File: src/rtl/hh_pkg.sv
// -----------------------------------------------------------------------------
// hh_pkg
// Shared types and constants for the Hodgkin-Huxley step scheduler slice.
//   state_e   : scheduler FSM states
//   ctx_t     : per-neuron context {v, n, m, h}, 8 bits each, v in the MSBs
//   *_DEF     : default reset values of a neuron context
//   cnt_width : width of a refractory counter able to hold REFRACT_STEPS
// -----------------------------------------------------------------------------
package hh_pkg;

    typedef enum logic [1:0] {
        ST_IDLE  = 2'd0,
        ST_ISSUE = 2'd1,
        ST_WAIT  = 2'd2,
        ST_DONE  = 2'd3
    } state_e;

    typedef struct packed {
        logic [7:0] v;
        logic [7:0] n;
        logic [7:0] m;
        logic [7:0] h;
    } ctx_t;

    localparam logic [7:0] V_RESET_DEF = 8'd0;
    localparam logic [7:0] N_INIT_DEF  = 8'd8;
    localparam logic [7:0] M_INIT_DEF  = 8'd2;
    localparam logic [7:0] H_INIT_DEF  = 8'd4;

    // A zero-step refractory period still needs a 1-bit counter so the
    // storage never collapses to a zero-width vector.
    function automatic int cnt_width(input int steps);
        return (steps > 0) ? $clog2(steps + 1) : 1;
    endfunction

endpackage

File: src/rtl/hh_ctx_regfile.sv
// -----------------------------------------------------------------------------
// hh_ctx_regfile
// Storage for NUM_NEURONS neuron contexts, their stimulus currents and their
// refractory counters.
//   clk, rst_n   : clock, synchronous active-low reset (restores init values)
//   rd_idx       : neuron selected for the combinational read and for the
//                  context/counter write ports
//   rd_ctx       : context {v,n,m,h} of rd_idx
//   rd_stim      : stimulus of rd_idx
//   rd_cnt       : refractory counter of rd_idx
//   wb_we/wb_ctx : context writeback at rd_idx
//   cnt_we/cnt_wdata : refractory counter write at rd_idx
//   cfg_we/cfg_addr/cfg_stim : independent stimulus write port; addresses at
//                  or beyond NUM_NEURONS are dropped
// -----------------------------------------------------------------------------
module hh_ctx_regfile
    import hh_pkg::*;
#(
    parameter int         NUM_NEURONS = 4,
    parameter int         IDX_W       = $clog2(NUM_NEURONS),
    parameter int         CNT_W       = 2,
    parameter logic [7:0] V_RESET     = V_RESET_DEF,
    parameter logic [7:0] N_INIT      = N_INIT_DEF,
    parameter logic [7:0] M_INIT      = M_INIT_DEF,
    parameter logic [7:0] H_INIT      = H_INIT_DEF
) (
    input  logic             clk,
    input  logic             rst_n,
    input  logic [IDX_W-1:0] rd_idx,
    output logic [31:0]      rd_ctx,
    output logic [7:0]       rd_stim,
    output logic [CNT_W-1:0] rd_cnt,
    input  logic             wb_we,
    input  logic [31:0]      wb_ctx,
    input  logic             cnt_we,
    input  logic [CNT_W-1:0] cnt_wdata,
    input  logic             cfg_we,
    input  logic [IDX_W-1:0] cfg_addr,
    input  logic [7:0]       cfg_stim
);

    localparam logic [IDX_W:0] NN_EXT = (IDX_W + 1)'(NUM_NEURONS);
    localparam ctx_t CTX_INIT = '{v: V_RESET, n: N_INIT, m: M_INIT, h: H_INIT};

    ctx_t             ctx_q  [NUM_NEURONS];
    ctx_t             ctx_d  [NUM_NEURONS];
    logic [7:0]       stim_q [NUM_NEURONS];
    logic [7:0]       stim_d [NUM_NEURONS];
    logic [CNT_W-1:0] cnt_q  [NUM_NEURONS];
    logic [CNT_W-1:0] cnt_d  [NUM_NEURONS];

    assign rd_ctx  = ctx_q[rd_idx];
    assign rd_stim = stim_q[rd_idx];
    assign rd_cnt  = cnt_q[rd_idx];

    always_comb begin
        ctx_d  = ctx_q;
        stim_d = stim_q;
        cnt_d  = cnt_q;
        if (wb_we) begin
            ctx_d[rd_idx] = ctx_t'(wb_ctx);
        end
        if (cnt_we) begin
            cnt_d[rd_idx] = cnt_wdata;
        end
        // Guard matters only when NUM_NEURONS is not a power of two.
        if (cfg_we && ({1'b0, cfg_addr} < NN_EXT)) begin
            stim_d[cfg_addr] = cfg_stim;
        end
    end

    always_ff @(posedge clk) begin
        if (!rst_n) begin
            for (int i = 0; i < NUM_NEURONS; i++) begin
                ctx_q[i]  <= CTX_INIT;
                stim_q[i] <= 8'd0;
                cnt_q[i]  <= '0;
            end
        end else begin
            ctx_q  <= ctx_d;
            stim_q <= stim_d;
            cnt_q  <= cnt_d;
        end
    end

endmodule

File: src/rtl/hh_step_scheduler.sv
// -----------------------------------------------------------------------------
// hh_step_scheduler
// Time-multiplexes one shared 8-bit Hodgkin-Huxley datapath across
// NUM_NEURONS neuron contexts. Each tick walks neurons 0..N-1: refractory
// neurons are clamped to V_RESET in one cycle, active neurons are issued to
// the datapath and their result written back when dp_done returns.
//   clk, rst_n        : clock, synchronous active-low reset
//   tick              : start one timestep (ignored and flagged while busy)
//   cfg_we/addr/stim  : stimulus current write, accepted at any time
//   busy              : a step is in progress (ISSUE, WAIT or DONE)
//   step_done         : one-cycle pulse in the final cycle of a step
//   spike_vec         : spike bitmap of the last completed step
//   overrun           : sticky, a tick arrived while busy
//   dp_start          : one-cycle issue strobe; dp_v/n/m/h/stim valid with it
//   dp_done, dp_*_next, dp_spike : datapath result, valid for one cycle
// -----------------------------------------------------------------------------
module hh_step_scheduler
    import hh_pkg::*;
#(
    parameter int         NUM_NEURONS   = 4,
    parameter int         IDX_W         = $clog2(NUM_NEURONS),
    parameter int         REFRACT_STEPS = 2,
    parameter logic [7:0] V_RESET       = V_RESET_DEF,
    parameter logic [7:0] N_INIT        = N_INIT_DEF,
    parameter logic [7:0] M_INIT        = M_INIT_DEF,
    parameter logic [7:0] H_INIT        = H_INIT_DEF
) (
    input  logic                   clk,
    input  logic                   rst_n,
    input  logic                   tick,
    input  logic                   cfg_we,
    input  logic [IDX_W-1:0]       cfg_addr,
    input  logic [7:0]             cfg_stim,
    output logic                   busy,
    output logic                   step_done,
    output logic [NUM_NEURONS-1:0] spike_vec,
    output logic                   overrun,
    output logic                   dp_start,
    output logic [7:0]             dp_v,
    output logic [7:0]             dp_n,
    output logic [7:0]             dp_m,
    output logic [7:0]             dp_h,
    output logic [7:0]             dp_stim,
    input  logic                   dp_done,
    input  logic [7:0]             dp_v_next,
    input  logic [7:0]             dp_n_next,
    input  logic [7:0]             dp_m_next,
    input  logic [7:0]             dp_h_next,
    input  logic                   dp_spike
);

    localparam int               CNT_W      = cnt_width(REFRACT_STEPS);
    localparam logic [CNT_W-1:0] REFRACT_LD = CNT_W'(REFRACT_STEPS);
    localparam logic [IDX_W-1:0] LAST_IDX   = IDX_W'(NUM_NEURONS - 1);

    state_e                 state_q,     state_d;
    logic [IDX_W-1:0]       idx_q,       idx_d;
    logic [NUM_NEURONS-1:0] shadow_q,    shadow_d;
    logic [NUM_NEURONS-1:0] spike_vec_q, spike_vec_d;
    logic                   overrun_q,   overrun_d;

    logic [31:0]      rd_ctx_raw;
    ctx_t             rd_c;
    logic [7:0]       rd_stim;
    logic [CNT_W-1:0] rd_cnt;
    ctx_t             wb_ctx;
    logic             wb_we;
    logic             cnt_we;
    logic [CNT_W-1:0] cnt_wdata;
    logic             advance;

    hh_ctx_regfile #(
        .NUM_NEURONS (NUM_NEURONS),
        .IDX_W       (IDX_W),
        .CNT_W       (CNT_W),
        .V_RESET     (V_RESET),
        .N_INIT      (N_INIT),
        .M_INIT      (M_INIT),
        .H_INIT      (H_INIT)
    ) u_regfile (
        .clk       (clk),
        .rst_n     (rst_n),
        .rd_idx    (idx_q),
        .rd_ctx    (rd_ctx_raw),
        .rd_stim   (rd_stim),
        .rd_cnt    (rd_cnt),
        .wb_we     (wb_we),
        .wb_ctx    (wb_ctx),
        .cnt_we    (cnt_we),
        .cnt_wdata (cnt_wdata),
        .cfg_we    (cfg_we),
        .cfg_addr  (cfg_addr),
        .cfg_stim  (cfg_stim)
    );

    assign rd_c = ctx_t'(rd_ctx_raw);

    always_comb begin
        state_d     = state_q;
        idx_d       = idx_q;
        shadow_d    = shadow_q;
        spike_vec_d = spike_vec_q;
        overrun_d   = overrun_q;
        wb_we       = 1'b0;
        wb_ctx      = rd_c;
        cnt_we      = 1'b0;
        cnt_wdata   = rd_cnt;
        dp_start    = 1'b0;
        advance     = 1'b0;

        // DONE still counts as busy, so a tick there is an overrun too.
        if (tick && (state_q != ST_IDLE)) begin
            overrun_d = 1'b1;
        end

        case (state_q)
            ST_IDLE: begin
                if (tick) begin
                    state_d  = ST_ISSUE;
                    idx_d    = '0;
                    shadow_d = '0;
                end
            end
            ST_ISSUE: begin
                if (rd_cnt != '0) begin
                    // Refractory: burn one step, clamp V, keep the gates.
                    cnt_we    = 1'b1;
                    cnt_wdata = rd_cnt - 1'b1;
                    wb_we     = 1'b1;
                    wb_ctx.v  = V_RESET;
                    advance   = 1'b1;
                end else begin
                    dp_start = 1'b1;
                    state_d  = ST_WAIT;
                end
            end
            ST_WAIT: begin
                if (dp_done) begin
                    wb_we           = 1'b1;
                    wb_ctx.v        = dp_v_next;
                    wb_ctx.n        = dp_n_next;
                    wb_ctx.m        = dp_m_next;
                    wb_ctx.h        = dp_h_next;
                    shadow_d[idx_q] = dp_spike;
                    if (dp_spike && (REFRACT_STEPS > 0)) begin
                        cnt_we    = 1'b1;
                        cnt_wdata = REFRACT_LD;
                    end
                    advance = 1'b1;
                end
            end
            ST_DONE: begin
                spike_vec_d = shadow_q;
                state_d     = ST_IDLE;
            end
            default: begin
                state_d = ST_IDLE;
            end
        endcase

        if (advance) begin
            if (idx_q == LAST_IDX) begin
                state_d = ST_DONE;
            end else begin
                idx_d   = idx_q + 1'b1;
                state_d = ST_ISSUE;
            end
        end
    end

    always_ff @(posedge clk) begin
        if (!rst_n) begin
            state_q     <= ST_IDLE;
            idx_q       <= '0;
            shadow_q    <= '0;
            spike_vec_q <= '0;
            overrun_q   <= 1'b0;
        end else begin
            state_q     <= state_d;
            idx_q       <= idx_d;
            shadow_q    <= shadow_d;
            spike_vec_q <= spike_vec_d;
            overrun_q   <= overrun_d;
        end
    end

    assign busy      = (state_q != ST_IDLE);
    assign step_done = (state_q == ST_DONE);
    assign spike_vec = spike_vec_q;
    assign overrun   = overrun_q;

    // Operands follow the read port; they only mean something with dp_start.
    assign dp_v    = rd_c.v;
    assign dp_n    = rd_c.n;
    assign dp_m    = rd_c.m;
    assign dp_h    = rd_c.h;
    assign dp_stim = rd_stim;

endmodule

File: config.mk
export PLATFORM = sky130hd
export DESIGN_NAME = hh_step_scheduler
export DESIGN_NICKNAME = d
export VERILOG_FILES = /design/src/rtl/hh_pkg.sv /design/src/rtl/hh_ctx_regfile.sv /design/src/rtl/hh_step_scheduler.sv
export SDC_FILE = /design/constraint.sdc
export NUM_CORES = 1
export LEC_CHECK = 0
export CORE_ASPECT_RATIO = 1.2
export CORE_MARGIN = 10
export CORE_UTILIZATION = 55
export CTS_CLUSTER_DIAMETER = 40
export CTS_CLUSTER_SIZE = 12
export DETAILED_ROUTE_END_ITERATION = 8
export GPL_TIMING_DRIVEN = 0
export PLACE_DENSITY = 0.79
export SYNTH_ARGS = -nofsm -noshare
export SYNTH_HDL_FRONTEND = slang
export SYNTH_SLANG_ARGS = --single-unit
export TNS_END_PERCENT = 1
File: constraint.sdc
create_clock -name clk -period 2.6 [get_ports clk]
set_input_delay 0.52 -clock clk [delete_from_list [all_inputs] [get_ports clk]]
set_output_delay 0.52 -clock clk [all_outputs]
set_load 0.03 [all_outputs]
* Word level (Yosys, flattened, before mapping)
Index checks and enable logic that the tools add are counted.
** Word-level totals
- Register bits after elaboration :: 181
- Input port bits :: 48
- Output and inout bits :: 48
- Logic and storage cells :: 107
** Cells by class
- Multiplexer cells :: 49
- Equality and inequality tests :: 8
- Magnitude comparators :: 6
- Bitwise operators :: 2
- Add/sub/neg operators :: 2
- Reduce and logical (&&, ||, !) cells :: 11
** Operator list (number)
- bitwise mux 128 bit :: 1
- two-way mux 32 bit :: 4
- binary-select mux 32 bit (select 2 bit) :: 1
- demux 32 bit (select 2 bit) :: 1
- bitwise mux 32 bit :: 1
- two-way mux 8 bit :: 4
- two-way mux 2 bit :: 14
- two-way mux 24 bit :: 1
- binary-select mux 8 bit (select 2 bit) :: 1
- demux 8 bit (select 2 bit) :: 1
- one-hot mux 8 bit (2 select lines) :: 1
- bitwise mux 8 bit :: 1
- two-way mux 4 bit :: 2
- one-hot mux 4 bit (2 select lines) :: 1
- two-way mux 1 bit :: 7
- == test 2 bit (second input constant) :: 3
- >= comparator 3 bit (second input constant) :: 2
- < comparator 3 x 1 -> 1 bit (second input constant) :: 2
- inequality test 3 bit (second input constant) :: 2
- inverter 2 -> 3 bit :: 2
- one-hot mux 2 bit (3 select lines) :: 1
- AND reduction 3 bit :: 2
- nonzero test 2 bit :: 3
- binary-select mux 2 bit (select 2 bit) :: 1
- other kinds (14) :: 19

* Logic depth before layout (Yosys ltp)
- Word-level depth :: 9
- Depth in mapped cells :: 9
- Mapped depth without buffers :: 7

* Cells and area by module
From an unflattened synthesis, not the netlist that was laid out.
** Unflattened totals
- Cell total of the unflattened synthesis :: 798
- Area, all modules :: 8438.1 um2
** Modules (own cells, without submodules)
- hh_ctx_regfile :: area an instance 7194.4 um2, cells an instance 651, seq. area each 3363.2 um2, instances 1
- hh_step_scheduler :: area an instance 1243.7 um2, cells an instance 147, seq. area each 260.2 um2, instances 1

* Least setup slack after synthesis
Ideal clock, no wire load.
- Path type :: flip-flop to flip-flop
- Start :: reg state_q[0]
- End :: reg u_regfile.ctx_q[120] (netlist name)
- Setup time :: 0.073 ns
- Path buffers :: 2
- Cell stages (with the launch flop) :: 10
- Required time :: 2.527 ns
- Period minus slack after synthesis :: 2.040 ns
- Setup slack :: 0.560 ns
- Data arrival time :: 1.967 ns
- Cell sequence :: dfxtp_1 -> inv_1 -> ha_1 -> and2_1 -> clkbuf_1 -> nand2_1 -> o21ai_4 -> nand2_2 -> buf_2 -> mux2i_1
** Between the ends
- Word-level cells in the longest chain between the ends :: 3
- Elaborated cells on any way between the ends :: 5
- Classes of those cells :: eq/ne (2); mux (3)
** Ends and longest elaborated chain
- start: declaration :: RTL line hh_step_scheduler.sv:56 : state_e state_q, state_d;
- start signal: assignment :: RTL line hh_step_scheduler.sv:179 : state_q <= state_d;
- == test 2 bit or == test 2 x 1 -> 1 bit (tied branches) :: RTL line hh_step_scheduler.sv:116 : case (state_q)
- one-hot mux 8 bit (2 select lines) :: RTL line hh_step_scheduler.sv:116
- bitwise mux 128 bit :: RTL line hh_ctx_regfile.sv:61 : ctx_d[rd_idx] = ctx_t'(wb_ctx);
- end signal: assignment :: RTL line hh_ctx_regfile.sv:80 : ctx_q <= ctx_d;
- end: declaration :: RTL line hh_ctx_regfile.sv:45 : ctx_t ctx_q [NUM_NEURONS];
Parallel ways exist; a longest one is shown, timed or not.
A chain may end at the register's enable or synchronous reset.

* Final worst setup path
- Start :: reg idx_q[1]
- End :: out dp_n[6]
** Between the ends
- Word-level cells in the longest chain between the ends :: 4
** Ends and longest elaborated chain
- start: declaration :: RTL line hh_step_scheduler.sv:57 : logic [IDX_W-1:0] idx_q, idx_d;
- start signal: assignment :: RTL line hh_step_scheduler.sv:180 : idx_q <= idx_d;
- inverter 2 -> 3 bit (not written as such) :: RTL line hh_ctx_regfile.sv:52 : assign rd_ctx = ctx_q[rd_idx];
- binary-select mux 32 bit (select 2 bit) :: RTL line hh_ctx_regfile.sv:52
- two-way mux 32 bit (not written as such) (2 in series) :: RTL line hh_ctx_regfile.sv:52
- end: declaration :: RTL line hh_step_scheduler.sv:40 : output logic [7:0] dp_n,
Every way passes these cells. The select of a mux whose other input is x is not followed.

==> impl_metrics.env <==
export IMPL_status="finished, violations left"
export IMPL_violations="negative setup slack"
export IMPL_endpoint_kind="output port"
export IMPL_cp_max_fo=10
export IMPL_ant_nets=0
export IMPL_layout_nets=1012
export IMPL_cts_root_buf="clkbuf_16"
export IMPL_rsz0062_at_grt="true"
export IMPL_drc=0
export IMPL_antenna_found_initial=0
export IMPL_vias_per_cell=5.52
export IMPL_cts_buffer_depth=2
export IMPL_vias=6474
export IMPL_grt_pass1_vias=6733
export IMPL_cts_hold_buf=0
export IMPL_min_period_ps=2700
export IMPL_drv_slew=0
export IMPL_dieArea_um2=20700
export IMPL_initial_core_util_pct=56.0
export IMPL_dp_cells=1142
export IMPL_synth_yosys_seq_area_share_pct=43.0
export IMPL_clk_latency_ps=440
export IMPL_min_delay_path_depth=2
export IMPL_grt_start_max_net_pins=17
export IMPL_worstHoldPathType="flop to flop"
export IMPL_startpoint_type="flop"
export IMPL_hpwl_um=15300
export IMPL_critical_path_class="flop to output port"
export IMPL_ios=96
export IMPL_diodes=0
export IMPL_wl_per_cell_um=18.7
export IMPL_cp_required_ps=2080
export IMPL_rr_startpoint="state_q[0]$_SDFFE_PN0P_"
export IMPL_ys_warn_count=0
export IMPL_peakVddDrop_uv=409
export IMPL_min_period_over_period_pct=104
export IMPL_fin_tns_setup_ps=-696
export IMPL_yosys_register_bits=181
export IMPL_io_buffers=94
export IMPL_area_growth_syn_to_layout_pct=21.2
export IMPL_clk_pin_slew_ps=60
export IMPL_reg2reg_depth=8
export IMPL_ctsHtreeMaxLevel=4
export IMPL_setup_ws_ps=-96.1
export IMPL_fin_total_pwr_uw=6070
export IMPL_fp_dieW_um=133
export IMPL_dr_pass1_iters=7
export IMPL_syn_area_per_cell_um2=9.97
export IMPL_cellLeakagePower_uw=0.00465
export IMPL_cts_tree="built"
export IMPL_power_density_nw_per_um2=595
export IMPL_critPathArrivalTime_ps=2180
export IMPL_drv_cap=0
export IMPL_worst_pin_slew_ps=709
export IMPL_core_area_um2=15000
export IMPL_stdcell_area_um2=10200
export IMPL_globalplace_congestion=0.836
export IMPL_drt_iter0_drc=433
export IMPL_grt_pass1_wl_um=35400
export IMPL_max_freq_mhz=371
export IMPL_crit_start="idx_q[1]$_SDFF_PN0_"
export IMPL_skew_ps=8.25
export IMPL_placed_cell_area_um2=9610
export IMPL_syn_num_nets=900
export IMPL_std_cell_rows=49
export IMPL_fin_cells=1173
export IMPL_grt_overflow_total=0
export IMPL_whs_ps=454
export IMPL_postSynthCellCount=844
export IMPL_finalSetupViolations=17
export IMPL_totalWireLength_um=21900
export IMPL_groute_usage_overall_pct=21.3
export IMPL_cts_sinks=181
export IMPL_hold_viol_final=0
export IMPL_die_y_um=156
export IMPL_hold_end="shadow_q[3]$_SDFFE_PN0P_"
export IMPL_cts_buffers=17
export IMPL_synthDistinctLibCells=34
export IMPL_min_from="shadow_q[3]$_SDFFE_PN0P_"
export IMPL_rrSetupSlack_ps=180
export IMPL_drive_gt1_share_pct=13.9
export IMPL_reg2reg_to="u_regfile.ctx_q[43]$_SDFFE_PN0P_"
export IMPL_max_slew_margin_pct=52.7
export IMPL_synthesis_area_um2=8420
state kept, by name, indices dropped and copies added, names as in the netlist:
name,flops
u_regfile.ctx_q,128
state_q,2
idx_q,2
spike_vec,4
u_regfile.cnt_q,8
u_regfile.stim_q,32
shadow_q,4
overrun,1
cells in the mapped netlist, drive strengths merged:
cell	instances	area [um2]
a211oi	1	7.51
a21boi	6	45.1
a21o	1	7.51
a21oi	14	70.1
a221oi	1	8.76
a22oi	1	7.51
a31oi	2	12.5
and2	3	18.8
and3	7	43.8
buf	22	118
clkbuf	36	135
clkinv	1	3.75
dfxtp	181	3620
ha	8	100
inv	14	52.6
mux2i	170	1700
mux4	43	968
nand2	234	888
nand2b	2	12.5
nand3	9	45.0
nand3b	2	15.0
nor2	13	48.8
nor2b	51	319
nor3b	1	7.51
o21a	4	30.0
o21ai	8	51.3
o221ai	8	70.1
or3	1	6.26
layer usage:
layer	up-vias	track usage [%]	wire [um]
met3	37	5.03	1370
met2	202	36.3	10800
met5	-	0	0
met1	3122	25.3	9280
met4	0	9.02	469
li1	3113	-	-
power breakdown:
group	switching, uW	internal (uW)
clock	1070	1490
combinational	422	254
sequential	24.0	2800
cell families after synthesis:
logic type | share of synthesized area (%)
AO/OA/AOI/OAI | 3.69
adder cells (fa/ha/maj) | 1.19
buffers and inverters | 3.67
flip-flops | 43.0
multiplexers | 31.7
AND/OR/NAND/NOR | 16.7
stage by stage:
step	utilization (%)	setup WS (ps)
after CTS	68.1	-145
final	67.9	-96.1
after detailed placement	64.0	-466
after global routing	67.9	-147
after floorplan	-	560
after global placement	64.0	-458
critical path, cell delays in order, from the launching register on:
cell	delay [ps]
dfxtp_1	410
buf_6	210
buf_8	200
mux4_2	540
dlygate4sd2_1	380
repair_timing:
item                                    in CTS  in global routing
buffers inserted                             0                  0
cloned                                       0                  0
gates resized for setup                     98                 36
hold endpoints to repair                     0                  0
endpoints found under the setup margin     163                 88
final cells by class:
| type | count | area [um2] |
|---|---|---|
| tap | 204 | 255 |
| sequential | 181 | 3620 |
| fill | 1191 | 4810 |
| buffer | 57 | 312 |
| timing repair buffer | 94 | 888 |
| multi-input combinational | 590 | 4490 |
| clock inverter | 7 | 96.3 |
| inverter | 15 | 56.3 |
| clock buffer | 25 | 485 |
cell usage in the layout, fill, tap and decap left out, types with 14 or more instances in the layout:
master and instances:
a21oi_1 14, clkbuf_1 37, mux2i_1 170, dfxtp_1 181
mux4_2 43, clkbuf_16 17, clkbuf_2 16, nor2b_1 51
clkdlybuf4s15_2 20, clkdlybuf4s50_1 53, nand2_1 229
how the worst max path moves through the flow:
| stage | endpoint | slack [ps] | cells past startpoint |
|---|---|---|---|
| after floorplan | u_regfile.ctx_q[120]$_SDFFE_PN0P_ | 560 | 9 |
| after global placement | u_regfile.ctx_q[86]$_SDFFE_PN0P_ | -460 | 8 |
| after detailed placement | u_regfile.ctx_q[76]$_SDFFE_PN0P_ | -470 | 8 |
| after CTS | dp_h[4] | -150 | 4 |
| after global routing | dp_n[6] | -150 | 4 |
| final | dp_n[6] | -100 | 4 |
(Power assumes the default switching activity.)
==> RTL change 1: new RTL, config.mk and constraints unchanged <==
Register the outputs `busy`, `step_done`, `dp_v`, `dp_n`, `dp_m`, `dp_h` and `dp_stim`, with the module's reset; this adds one clock of latency there. The other outputs are not delayed to match. Comments in the files are not updated.
--- a/src/rtl/hh_step_scheduler.sv
+++ b/src/rtl/hh_step_scheduler.sv
@@ -186,4 +186,2 @@
 
-    assign busy      = (state_q != ST_IDLE);
-    assign step_done = (state_q == ST_DONE);
     assign spike_vec = spike_vec_q;
@@ -192,7 +190,21 @@
     // Operands follow the read port; they only mean something with dp_start.
-    assign dp_v    = rd_c.v;
-    assign dp_n    = rd_c.n;
-    assign dp_m    = rd_c.m;
-    assign dp_h    = rd_c.h;
-    assign dp_stim = rd_stim;
+    always_ff @(posedge clk) begin
+        if (!rst_n) begin
+            busy      <= '0;
+            step_done <= '0;
+            dp_v      <= '0;
+            dp_n      <= '0;
+            dp_m      <= '0;
+            dp_h      <= '0;
+            dp_stim   <= '0;
+        end else begin
+            busy      <= (state_q != ST_IDLE);
+            step_done <= (state_q == ST_DONE);
+            dp_v      <= rd_c.v;
+            dp_n      <= rd_c.n;
+            dp_m      <= rd_c.m;
+            dp_h      <= rd_c.h;
+            dp_stim   <= rd_stim;
+        end
+    end
 
Formal check against the unedited RTL: not equivalent (a bounded check fails within 4 cycles, from zero or initial values and one cycle with rst_n low).
==> RTL change 1 against the unedited design <==
Synthesized cell count up 10%. Non-clock buffer count up 7. Global-route usage down 0.59 points. Wire length up 12%. Total power up 26%. Sequential share of layout area up 2.4 points. Setup slack better by 0.16 ns. Sequential cell count up 42. Area after synthesis up 15%. Sequential power up 23%. Design area up 16%. First-iteration DRC count down 5.3%. Highest routed layer unchanged.
==> RTL change 1: results (changes against the unedited design) <==
Post-Layout Cell Count 1289 (was 1173); final clock skew 0.0162 ns (was 0.00825 ns); critical path's slowest cell nor4bb_2 (was mux4_2); M1 GR Usage 24.7% (was 25.3%); net switching power 0.00177 W (was 0.00152 W); met3 wire length 1.50 mm (was 1.37 mm); post-synthesis sequential area ratio 46.3% (was 43.0%); largest cells by area after synthesis dfxtp_1 46%, mux2i_1 18%, mux4_2 9.8% (was dfxtp_1 43%, mux2i_1 20%, mux4_2 12%); Vias 7156 (was 6474); most numerous cell in the Yosys netlist nand2_1 (unchanged); reg2reg setup slack 0.11 ns (was 0.18 ns); Rel. slew slack 40.7% (was 52.7%); met3 Usage GRT 4.26% (was 5.03%); critical path's top delay family simple AND/OR/NAND/NOR gates (was buffers and inverters); area of placed instances 10900 um^2 (was 9610 um^2); biggest regs u_regfile.ctx_q (128), u_regfile.stim_q (32) (was u_regfile.ctx_q (128), u_regfile.stim_q (32), u_regfile.cnt_q (8)); WHS Endpoint u_regfile.ctx_q[75] (was shadow_q[3]); r2r worst-path depth 7 (was 8); Yosys warnings 0 (unchanged); All-Layer GR Usage 20.7% (was 21.3%); nets 1108 (was 1012); top cells by count, synth 237 x nand2_1, 223 x dfxtp_1, 174 x mux2i_1, 51 x nor2b_1, 44 x clkbuf_1 (was 230 x nand2_1, 181 x dfxtp_1, 170 x mux2i_1, 51 x nor2b_1, 43 x mux4_2); Unique masters post-synth 41 (was 34); met2 Use GR 36.8% (was 36.3%); initial drt markers 410 (was 433); ANT cells 0 (unchanged); worst hold path type flip-flop to flip-flop (unchanged); Root Driver clkbuf_16 (unchanged); Worst R2R End shadow_q[2] (was u_regfile.ctx_q[43]); number of H-tree levels 1 (was 4); critical-path maximum fanout 5 (was 10); hold_ws 0.457 ns (was 0.454 ns); CTS Buffer Depth 3 (was 2); first-pass GRT wire length 39.5 mm (was 35.4 mm); PortBufs 93 (was 94); Worst Hold Launch u_regfile.ctx_q[75] (was shadow_q[3]); gpl congestion 0.872 (was 0.836); Cells after DPL 1243 (was 1142); WP data arrival 2.02 ns (was 2.18 ns); DR pass1 iterations 5 (was 7); Detail Placement HPWL 16.7 mm (was 15.3 mm); DR WL met2 12.3 mm (was 10.8 mm); pin count of the biggest net entering global routing 20 (was 17); vias in the first global route 7462 (was 6733); initial antenna violation count 0 (unchanged); Mapped Avg Cell Area 10.4 um^2 (was 9.97 um^2); status completed (was finished with violations); P_leak 5.33 nW (was 4.65 nW); M1 WL 10.0 mm (was 9.28 mm); Clock Latency Late Sink 0.53 ns (was 0.44 ns); crit-path max cell delay 0.48 ns (was 0.54 ns); worst slack, placed -0.131 ns (was -0.466 ns); Max rail drop VDD 0.647 mV (was 0.409 mV); launch point of the worst reg-to-reg path state_q[1] (was state_q[0]); clock transition at the registers of the reported paths 0.06 ns (about the same); layout cells sized above 1 11.1% (was 13.9%); post-synth net total 986 (was 900); wire per inst 18.9 um (was 18.7 um); CTS Buf Count 27 (was 17)
RTL change 1: cell types whose count changed after synthesis, moves of 8 or more:
cell and change:
a21oi_1 -9, and2_1 +39, buf_2 -13, buf_6 +12, clkbuf_1 +8, dfxtp_1 +42, nor2_1 -10, o211ai_1 +8
RTL change 1: logic make-up (layout without fill, tap and decap cells):
logic type	after synthesis	after routing	synth area share, %
adders and majority gates	8	8	1.04
and+or+nand+nor	364	364	17.5
buffers and inverters	78	217	4.08
AOI/OAI and AO/OA	41	41	3.31
DFF	223	223	46.3
muxes	216	216	27.8
RTL change 1: worst max path at each step:
stage,start,endpoint,slack [ns]
2_1_floorplan,idx_q[1],u_regfile.ctx_q[95],0.56
3_3_place_gp,idx_q[1],u_regfile.ctx_q[92],-0.08
3_5_place_dp,idx_q[1],u_regfile.ctx_q[85],-0.13
4_1_cts,idx_q[0],dp_start,0.03
5_1_grt,state_q[1],shadow_q[2],-0.08
6_report,idx_q[0],dp_start,0.06
RTL change 1: power groups by stage:
stage	Combinational [W]	Sequential [W]	Clock [W]
4_1_cts	0.000498	0.00347	0.00374
6_report	0.000503	0.00347	0.00370
3_5_place_dp	0.000495	0.00354	0
2_1_floorplan	0.000264	0.00356	0
5_1_grt	0.000540	0.00347	0.00387
3_3_place_gp	0.000490	0.00354	0
RTL change 1: area by class of cell:
class	count	area [um^2]
fill	1340	5580
multi-input combinational	629	4820
sequential	223	4460
timing repair buffer	94	940
clock buffer	34	762
buffer	64	350
tap	220	275
clock inverter	12	128
inverter	13	48.8
RTL change 1: what timing repair did:
action / in CTS / in global routing
pin swaps: 1 / 1
setup endpoints to repair: 61 / 58
setup buffers: 0 / 1
gates resized for setup: 10 / 2
==> RTL change 2: new RTL, same settings <==
Without the edit above. `NUM_NEURONS` is set to 4 in 2 places; all go to 8.
--- a/src/rtl/hh_ctx_regfile.sv
+++ b/src/rtl/hh_ctx_regfile.sv
@@ -18,3 +18,3 @@
 #(
-    parameter int         NUM_NEURONS = 4,
+    parameter int         NUM_NEURONS = 8,
     parameter int         IDX_W       = $clog2(NUM_NEURONS),
--- a/src/rtl/hh_step_scheduler.sv
+++ b/src/rtl/hh_step_scheduler.sv
@@ -19,3 +19,3 @@
 #(
-    parameter int         NUM_NEURONS   = 4,
+    parameter int         NUM_NEURONS   = 8,
     parameter int         IDX_W         = $clog2(NUM_NEURONS),
Ports: changed (resized cfg_addr and spike_vec); port bits go from 96 to 101. No check against the original RTL was run, so the function may have changed too.
==> RTL change 2 against the unedited design <==
The run ends with design-rule violations, negative setup slack left. Sequential power is 96% higher. Total power is 120% higher. Area after synthesis is 91% higher. Synthesized cell count increased by 100%. Non-clock buffer count is 128 higher. Via count grew to 2.5 times the old value. Design area up 100%. Wire length grew to 3.1 times the old value. Setup slack worse by 0.42 ns. Sequential cell count is 177 higher. Critical endpoint is now dp_stim[1]. Highest routed layer is now met5.
==> RTL change 2: results (changes against the unedited design) <==
gpl congestion 0.949 (was 0.836); Setup-failing EPs final 183 (was 17); r2r worst-path depth 6 (was 8); WP data arrival 2.60 ns (was 2.18 ns); biggest regs u_regfile.ctx_q (256), u_regfile.stim_q (64), u_regfile.cnt_q (16) (was u_regfile.ctx_q (128), u_regfile.stim_q (32), u_regfile.cnt_q (8)); final clock skew 0.0276 ns (was 0.00825 ns); Cells after Synth 1684 (was 844); crit-path max cell delay 0.47 ns (was 0.54 ns); critical path's slowest cell nor3_4 (was mux4_2); most common cell after layout, fill and taps aside dfxtp_1 (was nand2_1); All-Layer GR Usage 33.5% (was 21.3%); # DRC 20 (was 0); Cells after DPL 2158 (was 1142); pin count of the biggest net entering global routing 13 (was 17); area of placed instances 17500 um^2 (was 9610 um^2); fill count 1858 (was 1191); nets 1938 (was 1012); Clock Latency Late Sink 0.57 ns (was 0.44 ns); Final WS setup -0.518 ns (was -0.0961 ns); Max rail drop VDD 0.496 mV (was 0.409 mV); failing checks design-rule violations, negative setup slack (was negative setup slack); DR pass1 iterations 9 (was 7); layout cells sized above 1 25.8% (was 13.9%); initial drt markers 2675 (was 433); top cells by count, synth 358 x dfxtp_1, 343 x nand2_1, 214 x mux2i_1, 96 x a21oi_1, 89 x nor2_1 (was 230 x nand2_1, 181 x dfxtp_1, 170 x mux2i_1, 51 x nor2b_1, 43 x mux4_2); first-pass GRT wire length 95.6 mm (was 35.4 mm); post-synthesis sequential area ratio 44.5% (was 43.0%); Rel. slew slack 9.84% (was 52.7%); status finished with violations (unchanged); worst hold path type input pin to flip-flop (was flip-flop to flip-flop); number of H-tree levels 2 (was 4); WL final 67.3 mm (was 21.9 mm); CTS Buf Count 43 (was 17); Unique masters post-synth 62 (was 34); WHS Path Cells 3 (was 2); largest cells by area after synthesis dfxtp_1 44%, mux2i_1 13%, nand2_1 8.0% (was dfxtp_1 43%, mux2i_1 20%, mux4_2 12%); PortBufs 89 (was 94); initial antenna violation count 5 (was 0)
RTL change 2: power groups by stage:
stage          registers (W)  clock network (W)  logic (W)
6_report             0.00556            0.00625    0.00127
5_1_grt              0.00556            0.00639    0.00132
4_1_cts              0.00556            0.00613    0.00116
3_5_place_dp         0.00568                  0    0.00108
3_3_place_gp         0.00568                  0    0.00107
2_1_floorplan        0.00568                  0   0.000663
RTL change 2: area by class of cell:
class                           instances  area [um^2]  share of cell area, %
Clock inverter                         16          238                   1.14
Sequential cell                       358         7180                   34.4
Antenna cell                            1         2.50                 0.0120
Tap cell                              385          482                   2.31
Inverter                                8         36.3                  0.174
Buffer                                124         1160                   5.58
Clock buffer                           54         1200                   5.75
Multi-Input combinational cell       1193         9080                   43.5
Timing Repair Buffer                  155         1490                   7.13
RTL change 2: routing by layer:
layer	part of all wire (%)	vias up	GRT usage [%]
met5	0.064	-	1.39
met4	9.3	8	22.9
met3	15	615	12.2
met2	43	1607	51.1
met1	33	7666	38.2
li1	-	6552	-
RTL change 2: stage by stage:
stage | total power (W) | worst slack (ns) | hold WS (ns) | setup TNS, ns | util, %
floorplan | 0.00634 | -0.109 | 0.434 | -0.978 | -
global placement | 0.00675 | -1.97 | 0.441 | -312.27 | 60.6
detailed placement | 0.00676 | -1.82 | 0.446 | -324.10 | 60.7
CTS | 0.0129 | -0.295 | 0.359 | -15.89 | 70.3
global route | 0.0133 | -0.496 | 0.377 | -34.44 | 72.3
finish | 0.0131 | -0.518 | 0.342 | -29.48 | 72.3
RTL change 2: worst min-delay path, stage by stage:
cell	delay [ns]
buf_1	0.18
nand2_1	0.10
a21oi_1	0.06
RTL change 2: worst paths after layout:
| check | startpoint | slack (ns) | endpoint |
|---|---|---|---|
| hold / removal | cfg_stim[3] | 0.34 | u_regfile.stim_q[59] |
| hold reg to reg | u_regfile.ctx_q[40] | 0.46 | u_regfile.ctx_q[40] |
| setup reg to reg | idx_q[0] | -0.26 | u_regfile.ctx_q[125] |
| setup / recovery | idx_q[0] | -0.52 | dp_stim[1] |
RTL change 2: cells by family after synthesis:
group,count (synthesis),synth area share [%]
fa+ha+maj,6,0.466
buf+inv,134,3.55
flops,358,44.5
compound gates,336,16.3
simple gates,585,16.0
mux,265,19.2
RTL change 2: repair_timing:
action / 4_1_cts / 5_1_grt
cloned: 3 / 0
setup endpoints to repair: 318 / 310
pin swaps: 35 / 27
setup buffers: 48 / 17
gates resized for setup: 488 / 132
